$ cat src/rtl/dpmem_arbiter.sv
`default_nettype none
// ============================================================================
// Module   : dpmem_arbiter
// Purpose  : Shares a dual-port memory (one write port, one read port) between
//            two clients. Writes and reads are arbitrated independently with
//            separate round-robin pointers, so one write and one read may be
//            granted in the same cycle. Writes are fire-and-forget; a single
//            outstanding read is tracked through the memory valid/ready
//            handshake and its data is returned to the issuing client.
// Ports    : clk, rst            clock, asynchronous active-high reset
//            c_req/c_we          per-client request and type (1 = write)
//            c_addr/c_wdata      per-client address/data, client i at slice i
//            c_gnt               combinational grant (accept = c_req & c_gnt)
//            c_rvalid/c_rdata    read completion pulse and data
//            c_err               read timeout flag (with c_rvalid)
//            m_*                 registered memory strobes/address/data,
//                                m_rdata/m_ready returned from the memory
// Options  : DPMEM_ARB_TIMEOUT_EN  abandon a read after TIMEOUT wait cycles
// Revision : 1.0  initial release
// ============================================================================
module dpmem_arbiter #(
  parameter int MEM_WIDTH = 8,
  parameter int ADD_WIDTH = 4,
  parameter int TIMEOUT   = 15
) (
  input  logic                     clk,
  input  logic                     rst,
  input  logic [1:0]               c_req,
  input  logic [1:0]               c_we,
  input  logic [2*ADD_WIDTH-1:0]   c_addr,
  input  logic [2*MEM_WIDTH-1:0]   c_wdata,
  output logic [1:0]               c_gnt,
  output logic [1:0]               c_rvalid,
  output logic [MEM_WIDTH-1:0]     c_rdata,
  output logic [1:0]               c_err,
  output logic                     m_valid,
  output logic                     m_wr_en,
  output logic [ADD_WIDTH-1:0]     m_wr_addr,
  output logic [MEM_WIDTH-1:0]     m_wr_data,
  output logic                     m_rd_en,
  output logic [ADD_WIDTH-1:0]     m_rd_addr,
  input  logic [MEM_WIDTH-1:0]     m_rdata,
  input  logic                     m_ready
);

  typedef enum logic [1:0] {
    R_IDLE  = 2'd0,
    R_ISSUE = 2'd1,
    R_WAIT  = 2'd2
  } rd_state_t;

  function automatic logic [1:0] onehot(input logic idx);
    return idx ? 2'b10 : 2'b01;
  endfunction

  rd_state_t state_q, state_d;
  logic                 wr_prio_q, wr_prio_d;
  logic                 rd_prio_q, rd_prio_d;
  logic                 rd_owner_q, rd_owner_d;
  logic [ADD_WIDTH-1:0] rd_addr_q, rd_addr_d;
  logic                 m_wr_en_q, m_wr_en_d;
  logic [ADD_WIDTH-1:0] m_wr_addr_q, m_wr_addr_d;
  logic [MEM_WIDTH-1:0] m_wr_data_q, m_wr_data_d;
  logic                 m_rd_en_q, m_rd_en_d;
  logic [1:0]           c_rvalid_q, c_rvalid_d;
  logic [MEM_WIDTH-1:0] c_rdata_q, c_rdata_d;

  logic [1:0]           wr_cand, rd_cand;
  logic                 wr_win, rd_win;
  logic [ADD_WIDTH-1:0] wr_win_addr, rd_win_addr;
  logic [MEM_WIDTH-1:0] wr_win_data;
  logic                 wr_fire, rd_fire, raw_hit, rd_done;

`ifdef DPMEM_ARB_TIMEOUT_EN
  localparam int CNT_W = (TIMEOUT > 1) ? $clog2(TIMEOUT) : 1;
  localparam logic [CNT_W-1:0] TMO_LAST = CNT_W'(TIMEOUT - 1);
  logic [CNT_W-1:0] tmo_cnt_q, tmo_cnt_d;
  logic [1:0]       c_err_q, c_err_d;
`else
  logic unused_timeout;
  assign unused_timeout = ^TIMEOUT;
`endif

  // Arbitration: a lone candidate wins, otherwise the priority pointer decides.
  always_comb begin
    wr_cand     = c_req & c_we;
    rd_cand     = c_req & ~c_we;
    wr_win      = (wr_cand == 2'b11) ? wr_prio_q : wr_cand[1];
    rd_win      = (rd_cand == 2'b11) ? rd_prio_q : rd_cand[1];
    wr_win_addr = wr_win ? c_addr[ADD_WIDTH +: ADD_WIDTH] : c_addr[0 +: ADD_WIDTH];
    wr_win_data = wr_win ? c_wdata[MEM_WIDTH +: MEM_WIDTH] : c_wdata[0 +: MEM_WIDTH];
    rd_win_addr = rd_win ? c_addr[ADD_WIDTH +: ADD_WIDTH] : c_addr[0 +: ADD_WIDTH];
    wr_fire     = ~rst & (wr_cand != 2'b00);
    // A read colliding with this cycle's write waits a cycle so the memory
    // performs the write first.
    raw_hit     = wr_fire & (wr_win_addr == rd_win_addr);
    rd_fire     = ~rst & (state_q == R_IDLE) & (rd_cand != 2'b00) & ~raw_hit;
    c_gnt       = (wr_fire ? onehot(wr_win) : 2'b00) | (rd_fire ? onehot(rd_win) : 2'b00);
  end

  // Next-state logic for the write pipeline stage and the read FSM.
  always_comb begin
    state_d     = state_q;
    wr_prio_d   = wr_prio_q;
    rd_prio_d   = rd_prio_q;
    rd_owner_d  = rd_owner_q;
    rd_addr_d   = rd_addr_q;
    m_wr_en_d   = wr_fire;
    m_wr_addr_d = m_wr_addr_q;
    m_wr_data_d = m_wr_data_q;
    m_rd_en_d   = 1'b0;
    c_rvalid_d  = 2'b00;
    c_rdata_d   = '0;
    rd_done     = 1'b0;
`ifdef DPMEM_ARB_TIMEOUT_EN
    tmo_cnt_d   = tmo_cnt_q;
    c_err_d     = 2'b00;
`endif

    if (wr_fire) begin
      wr_prio_d   = ~wr_win;
      m_wr_addr_d = wr_win_addr;
      m_wr_data_d = wr_win_data;
    end

    case (state_q)
      R_IDLE: begin
        // m_ready is deliberately ignored here.
        if (rd_fire) begin
          rd_owner_d = rd_win;
          rd_addr_d  = rd_win_addr;
          rd_prio_d  = ~rd_win;
          m_rd_en_d  = 1'b1;
          state_d    = R_ISSUE;
        end
      end
      R_ISSUE: begin
        if (m_ready) begin
          rd_done = 1'b1;
        end else begin
          state_d = R_WAIT;
`ifdef DPMEM_ARB_TIMEOUT_EN
          tmo_cnt_d = '0;
`endif
        end
      end
      R_WAIT: begin
        if (m_ready) begin
          rd_done = 1'b1;
        end
`ifdef DPMEM_ARB_TIMEOUT_EN
        else if (tmo_cnt_q == TMO_LAST) begin
          // Last permitted wait cycle expired: complete with error, data 0.
          state_d    = R_IDLE;
          c_rvalid_d = onehot(rd_owner_q);
          c_err_d    = onehot(rd_owner_q);
        end else begin
          tmo_cnt_d = tmo_cnt_q + 1'b1;
        end
`endif
      end
      default: state_d = R_IDLE;
    endcase

    if (rd_done) begin
      state_d    = R_IDLE;
      c_rvalid_d = onehot(rd_owner_q);
      c_rdata_d  = m_rdata;
    end
  end

  always_ff @(posedge clk or posedge rst) begin
    if (rst) begin
      state_q     <= R_IDLE;
      wr_prio_q   <= 1'b0;
      rd_prio_q   <= 1'b0;
      rd_owner_q  <= 1'b0;
      rd_addr_q   <= '0;
      m_wr_en_q   <= 1'b0;
      m_wr_addr_q <= '0;
      m_wr_data_q <= '0;
      m_rd_en_q   <= 1'b0;
      c_rvalid_q  <= 2'b00;
      c_rdata_q   <= '0;
`ifdef DPMEM_ARB_TIMEOUT_EN
      tmo_cnt_q   <= '0;
      c_err_q     <= 2'b00;
`endif
    end else begin
      state_q     <= state_d;
      wr_prio_q   <= wr_prio_d;
      rd_prio_q   <= rd_prio_d;
      rd_owner_q  <= rd_owner_d;
      rd_addr_q   <= rd_addr_d;
      m_wr_en_q   <= m_wr_en_d;
      m_wr_addr_q <= m_wr_addr_d;
      m_wr_data_q <= m_wr_data_d;
      m_rd_en_q   <= m_rd_en_d;
      c_rvalid_q  <= c_rvalid_d;
      c_rdata_q   <= c_rdata_d;
`ifdef DPMEM_ARB_TIMEOUT_EN
      tmo_cnt_q   <= tmo_cnt_d;
      c_err_q     <= c_err_d;
`endif
    end
  end

  assign m_wr_en   = m_wr_en_q;
  assign m_wr_addr = m_wr_addr_q;
  assign m_wr_data = m_wr_data_q;
  assign m_rd_en   = m_rd_en_q;
  assign m_rd_addr = rd_addr_q;
  assign m_valid   = m_wr_en_q | m_rd_en_q;
  assign c_rvalid  = c_rvalid_q;
  assign c_rdata   = c_rdata_q;
`ifdef DPMEM_ARB_TIMEOUT_EN
  assign c_err     = c_err_q;
`else
  assign c_err     = 2'b00;
`endif

endmodule
`default_nettype wire
$ cat config.mk
export PLATFORM = sky130hd
export DESIGN_NAME = dpmem_arbiter
export DESIGN_NICKNAME = d
export VERILOG_FILES = /design/src/rtl/dpmem_arbiter.sv
export SDC_FILE = /design/constraint.sdc
export NUM_CORES = 1
export LEC_CHECK = 0
export ABC_AREA = 1
export ABC_CLOCK_PERIOD_IN_PS = 2200
export CAP_MARGIN = 0
export CORE_MARGIN = 2
export CORE_UTILIZATION = 40
export CTS_BUF_LIST = sky130_fd_sc_hd__clkbuf_4 sky130_fd_sc_hd__clkbuf_8
export CTS_CLUSTER_SIZE = 20
export DETAILED_ROUTE_END_ITERATION = 10
export GPL_TIMING_DRIVEN = 0
export PLACE_DENSITY = 0.79
export SKIP_CTS_REPAIR_TIMING = 1
export SLEW_MARGIN = 0
export SYNTH_ARGS = -nofsm -noshare
export SYNTH_HDL_FRONTEND = slang
export SYNTH_SLANG_ARGS = --single-unit
$ cat constraint.sdc
create_clock -name clk -period 2.2 [get_ports clk]
set_clock_uncertainty 0.1 [all_clocks]
set_input_delay 0.44 -clock clk [delete_from_list [all_inputs] [get_ports clk]]
set_output_delay 0.44 -clock clk [all_outputs]
set_load 0.01 [all_outputs]
# Word level (Yosys, flattened, before mapping)
# Cells that the tools add are included.
# W data, S select, Z words.
# word_totals
reg_bits	33
latchBits	0
ramBits	0
mem_bits_ro	0
in_bits	39
out_inout_bits	33
mem_count	0
# op_classes
addsub	0
n_mul	0
div_mod_pow	0
order_cmp	0
eq_ne	8
shift	0
muxes	20
bitwise	14
n_reduce_logical	6
# ops
operator	n
$mux W2	9
$mux W8	2
$mux W4	2
$eq A2 B2 Y1 const B	3
$mux W1	6
$ne A3 B3 Y1 const B	2
$pmux W2 S3	1
$and A1 B1 Y1	5
$and A2 B2 Y2	2
$eq A4 B4 Y1	1
$not A1 Y1	4
$reduce_bool A2 Y1	2
$reduce_and A3 Y1	1
$eq A2 B1 Y1 const B	1
$logic_not A2 Y1	1
$ne A2 B2 Y1 const B	1
$not A2 Y2	1
$or A2 B2 Y2	1
$reduce_and A2 Y1	1
$reduce_or A2 Y1	1
$or A1 B1 Y1	1

# Depth between registers and ports, before layout
# depth
word_depth	12
ltp_mapped	14
mapped_depth_nobuf	14

# Worst setup path before layout
# Ideal clock, no wire load.
# synth_path
path_kind	input to output
start	input port c_req[1]
end	output port c_gnt[1]
arrival_ps	1501
required_ps	1660
setup_slack_ps	159
cell_stages	12
path_buffers	0
cell_sequence	inv_1 -> nor2_4 -> nand2_4 -> o21ai_2 -> inv_1 -> nand2_1 -> nand2_1 -> nand3_2 -> nand2_4 -> inv_2 -> nand3_2 -> o21ai_1
# synth_via
elab_chain_len	10
elab_cells_between_ends	21
# synth_rtl
item	line	text
start: declaration	28	input logic [1:0] c_req,
$and A2 B2 Y2 (on tied branches)	86, 87	
$eq A2 B2 Y1 (on tied branches)	88, 89	
$mux W1 (on tied branches)	88, 89	
$mux W4 (on tied branches)	90, 92	
$eq A4 B4 Y1	96	raw_hit = wr_fire & (wr_win_addr == rd_win_addr);
$and A1 B1 Y1	96	
$not A1 Y1	97	rd_fire = ~rst & (state_q == R_IDLE) & (rd_cand != 2'b00) & ~raw_hit;
$and A1 B1 Y1	97	
$mux W2	98	c_gnt = (wr_fire ? onehot(wr_win) : 2'b00) | (rd_fire ? onehot(rd_win) : 2'b00);
$or A2 B2 Y2 (*)	98	
end: declaration	32	output logic [1:0] c_gnt,
# Mark *: on every way between the ends. The rest lies on a longest branch, timed or not.

# Worst setup path in the final report
# layout_path
start	input port c_addr[6]
end	output port c_gnt[1]
# layout_via
elab_chain_len	7
elab_cells_between_ends	8
# layout_rtl
item	line	text
start: declaration	30	input logic [2*ADD_WIDTH-1:0] c_addr,
$mux W4 (on tied branches)	90, 92	
$eq A4 B4 Y1 (*)	96	
$and A1 B1 Y1 (*)	96	
$not A1 Y1 (*)	97	
$and A1 B1 Y1 (*)	97	
$mux W2 (*)	98	
$or A2 B2 Y2 (*)	98	
# Marks and branches as above.

==> qor.yml <==
synth.yosys.seq_area_share_pct: 47.58
rsz0062_at_grt: "yes"
track_usage_pct: 19.06
finalHoldViolCount: 0
fp.coreArea_mm2: 0.004086
synth_top_family_by_area: "simple AND/OR/NAND/NOR gates"
required_ns: 1.66
combPwrFrac_pct: 40.0
start_kind: "input pin"
cts_buffers: 5
fin_cells: 362
nets: 353
dp_cells: 339
period_share_pct: 115.1
status: "finished, violations left"
grt_pass1_vias: 1646
antenna_found_initial: 0
crit_top_cell: "nand2_1"
max_stage_delay_ns: 0.51
io_pins: 72
wl_per_cell_um: 13.70
avgViaCountPerCell: 4.950
report.final.setup_viol: 2
crit_buf_inv: 3
drive_above_1_share_pct: 22.12
syn_inst: 218
crit_path_top_delay_cell: "clkdlybuf4s50_1"
ys.flop_type: "dfrtp_1"
vdd_drop_max_uv: 507.5
die_x_um: 69.87
async_flop_share_pct: 100.0
crit_arrival_ns: 1.99
post-route-util_pct: 69.66
clk_pin_slew_ns: 0.07
rows: 23
synthSimpleGateAreaFrac_pct: 35.04
power_uw: 2400
die_area_mm2: 0.004881
grt_max_degree: 30
first_pass_iters: 4
p_leak_uw: 0.001453
cts_htree_levels: 2
p_per_area_mw_per_mm2: 843.0
synth_warnings: 0
crit_type: "in2out"
fin_crit_ns: 2.531
fmax_ghz: 0.3951
drt_iter0_markers: 177
syn_area_mm2: 0.001735
drv_slew: 0
switching_share_pct: 32.63
detail-route-antenna-nets: 0
cts.sinks: 33
areaGrowthSynthToFinish_pct: 64.02
tightest_slew_ns: 0.5241
maxCapViolations: 0
dp_hpwl_mm: 3.273
synth.avg_cell_area_um2: 7.961
ys_ff_latch: 33
p_clk_share_pct: 24.8
synth_cell_types: 26
wl_mm: 4.959
hold_class: "reg2reg"
drc: 0
cts_tree: "built"
path_delay_family: "simple AND/OR/NAND/NOR gates"
die_h_um: 69.87
cts_buffer_depth: 2
finalWeightedCongestion: 0.8456
worst_slack_ns: -0.3312
portBuffers: 69
seq_power_share_pct: 35.2
cp_max_fo: 5
slew_headroom_pct: 64.84
synthMuxAreaShare_pct: 0
synth_fa_ha_area_share_pct: 2.163
insertion_delay_ns: 0.28
violations: "negative setup slack"
cp_cell_sequence: "clkdlybuf4s50_1 > nand3b_1 > nand2_1 > nand2_1 > nand2_1 > nor2_2 > nand3_2 > nand2_4 > inv_6 > nand3_4 > o21ai_1 > buf_2"
insertedDiodeCount: 0
vias: 1792
synthXorXnorAreaFrac_pct: 0
synth_compound_area_share_pct: 5.263
internal_power_uw: 1617
critPathCaptureType: "primary output"
grt.overflow.total: 0
initial_core_util_pct: 42.47
clockRootBuffer: "clkbuf_8"
synth_edf_count: 0
p_switching_uw: 782.9
grt_pass1_wl_mm: 7.355
-- through the flow --
stage	setup TNS, ns	hold WS [ns]	instance area (um2)	setup slack [ns]
3_5_place_dp	-5.720	0.3365	2512	-1.136
3_3_place_gp	-9.170	0.3326	2492	-1.091
5_1_grt	-0.8077	0.3654	2846	-0.4185
4_1_cts	-2.254	0.3462	2633	-1.143
6_report	-0.6319	0.3398	2846	-0.3312
2_1_floorplan	0	0.3032	1739	0.1591
-- metal layers --
metal,routed length [um],global-route usage [%],vias to the layer above
li1,-,-,873
met1,1891,21.95,859
met2,2743,33.86,54
met3,268,5.339,6
met4,55,6.410,0
met5,0,0,-
-- synthesized netlist by cell type, drive strengths merged (3+ instances only) --
cell type / n / area, um2
buf: 4 / 33.78
clkbuf: 4 / 15.01
dfrtp: 33 / 825.8
ha: 3 / 37.54
inv: 31 / 116.4
nand2: 67 / 279.0
nand3: 31 / 195.2
nand4: 8 / 50.05
nor2: 16 / 70.07
o21ai: 15 / 78.83
-- state kept, by name, summed over array words and instances, names as in the netlist --
| name | count |
|---|---|
| m_rd_addr | 4 |
| rd_prio_q | 1 |
| c_rdata | 8 |
| wr_prio_q | 1 |
| rd_owner_q | 1 |
| m_wr_en | 1 |
| c_rvalid | 2 |
| state_q | 2 |
| m_wr_data | 8 |
| m_wr_addr | 4 |
| m_rd_en | 1 |
-- cell type report --
type                    count  area, um2
well taps                  50      62.56
multi-input cells         147      822.0
plain buffers               7      52.55
inverters                  32      125.1
clock inverters             2      37.54
repair buffers             85      838.3
clock buffers               6      82.58
flip-flops and latches     33      825.8
fillers                   313       1240
-- cells in the final DEF (no fill, tap or decap), drive strengths merged --
cell           synthesis  final
or2                    1      1
nand2                 67     68
inv                   31     31
clkinvlp               0      1
a211oi                 1      1
o21ai                 15     15
nand4                  8      8
conb                   1      2
bufinv                 0      1
clkdlybuf4s50          0     58
dfrtp                 33     33
ha                     3      3
nor2                  16     16
nand3                 31     31
a21oi                  1      1
clkinv                 1      1
dlymetal6s2s           0      8
clkbuf                 4     10
buf                    4     22
nand3b                 1      1
-- final timing paths --
kind	startpoint	end	slack (ns)	cells past startpoint
setup / recovery	c_addr[6]	c_gnt[1]	-0.33	12
hold / removal	rd_owner_q	c_rvalid[0]	0.34	1
setup reg to reg	wr_prio_q	rd_owner_q	0.24	14
hold reg to reg	rd_owner_q	c_rvalid[0]	0.34	1
max in group asynchronous	rst	m_wr_data[5]	1.08	3
min in group asynchronous	rst	rd_prio_q	0.45	2
-- power by group through the flow --
stage                     logic [uW]  clock network, uW  registers (uW)
after floorplan                  374                  0             910
after global placement           850                  0             845
after detailed placement         878                  0             853
after CTS                        889                607             841
after global routing            1050                636             865
final                            961                594             844
-- cell families after synthesis --
family	after synthesis
AO/OA/AOI/OAI	17
adder cells (fa/ha/maj)	3
buffers and inverters	40
flip-flops	33
other	1
AND/OR/NAND/NOR	124
Power figures use the tool's default switching activity.
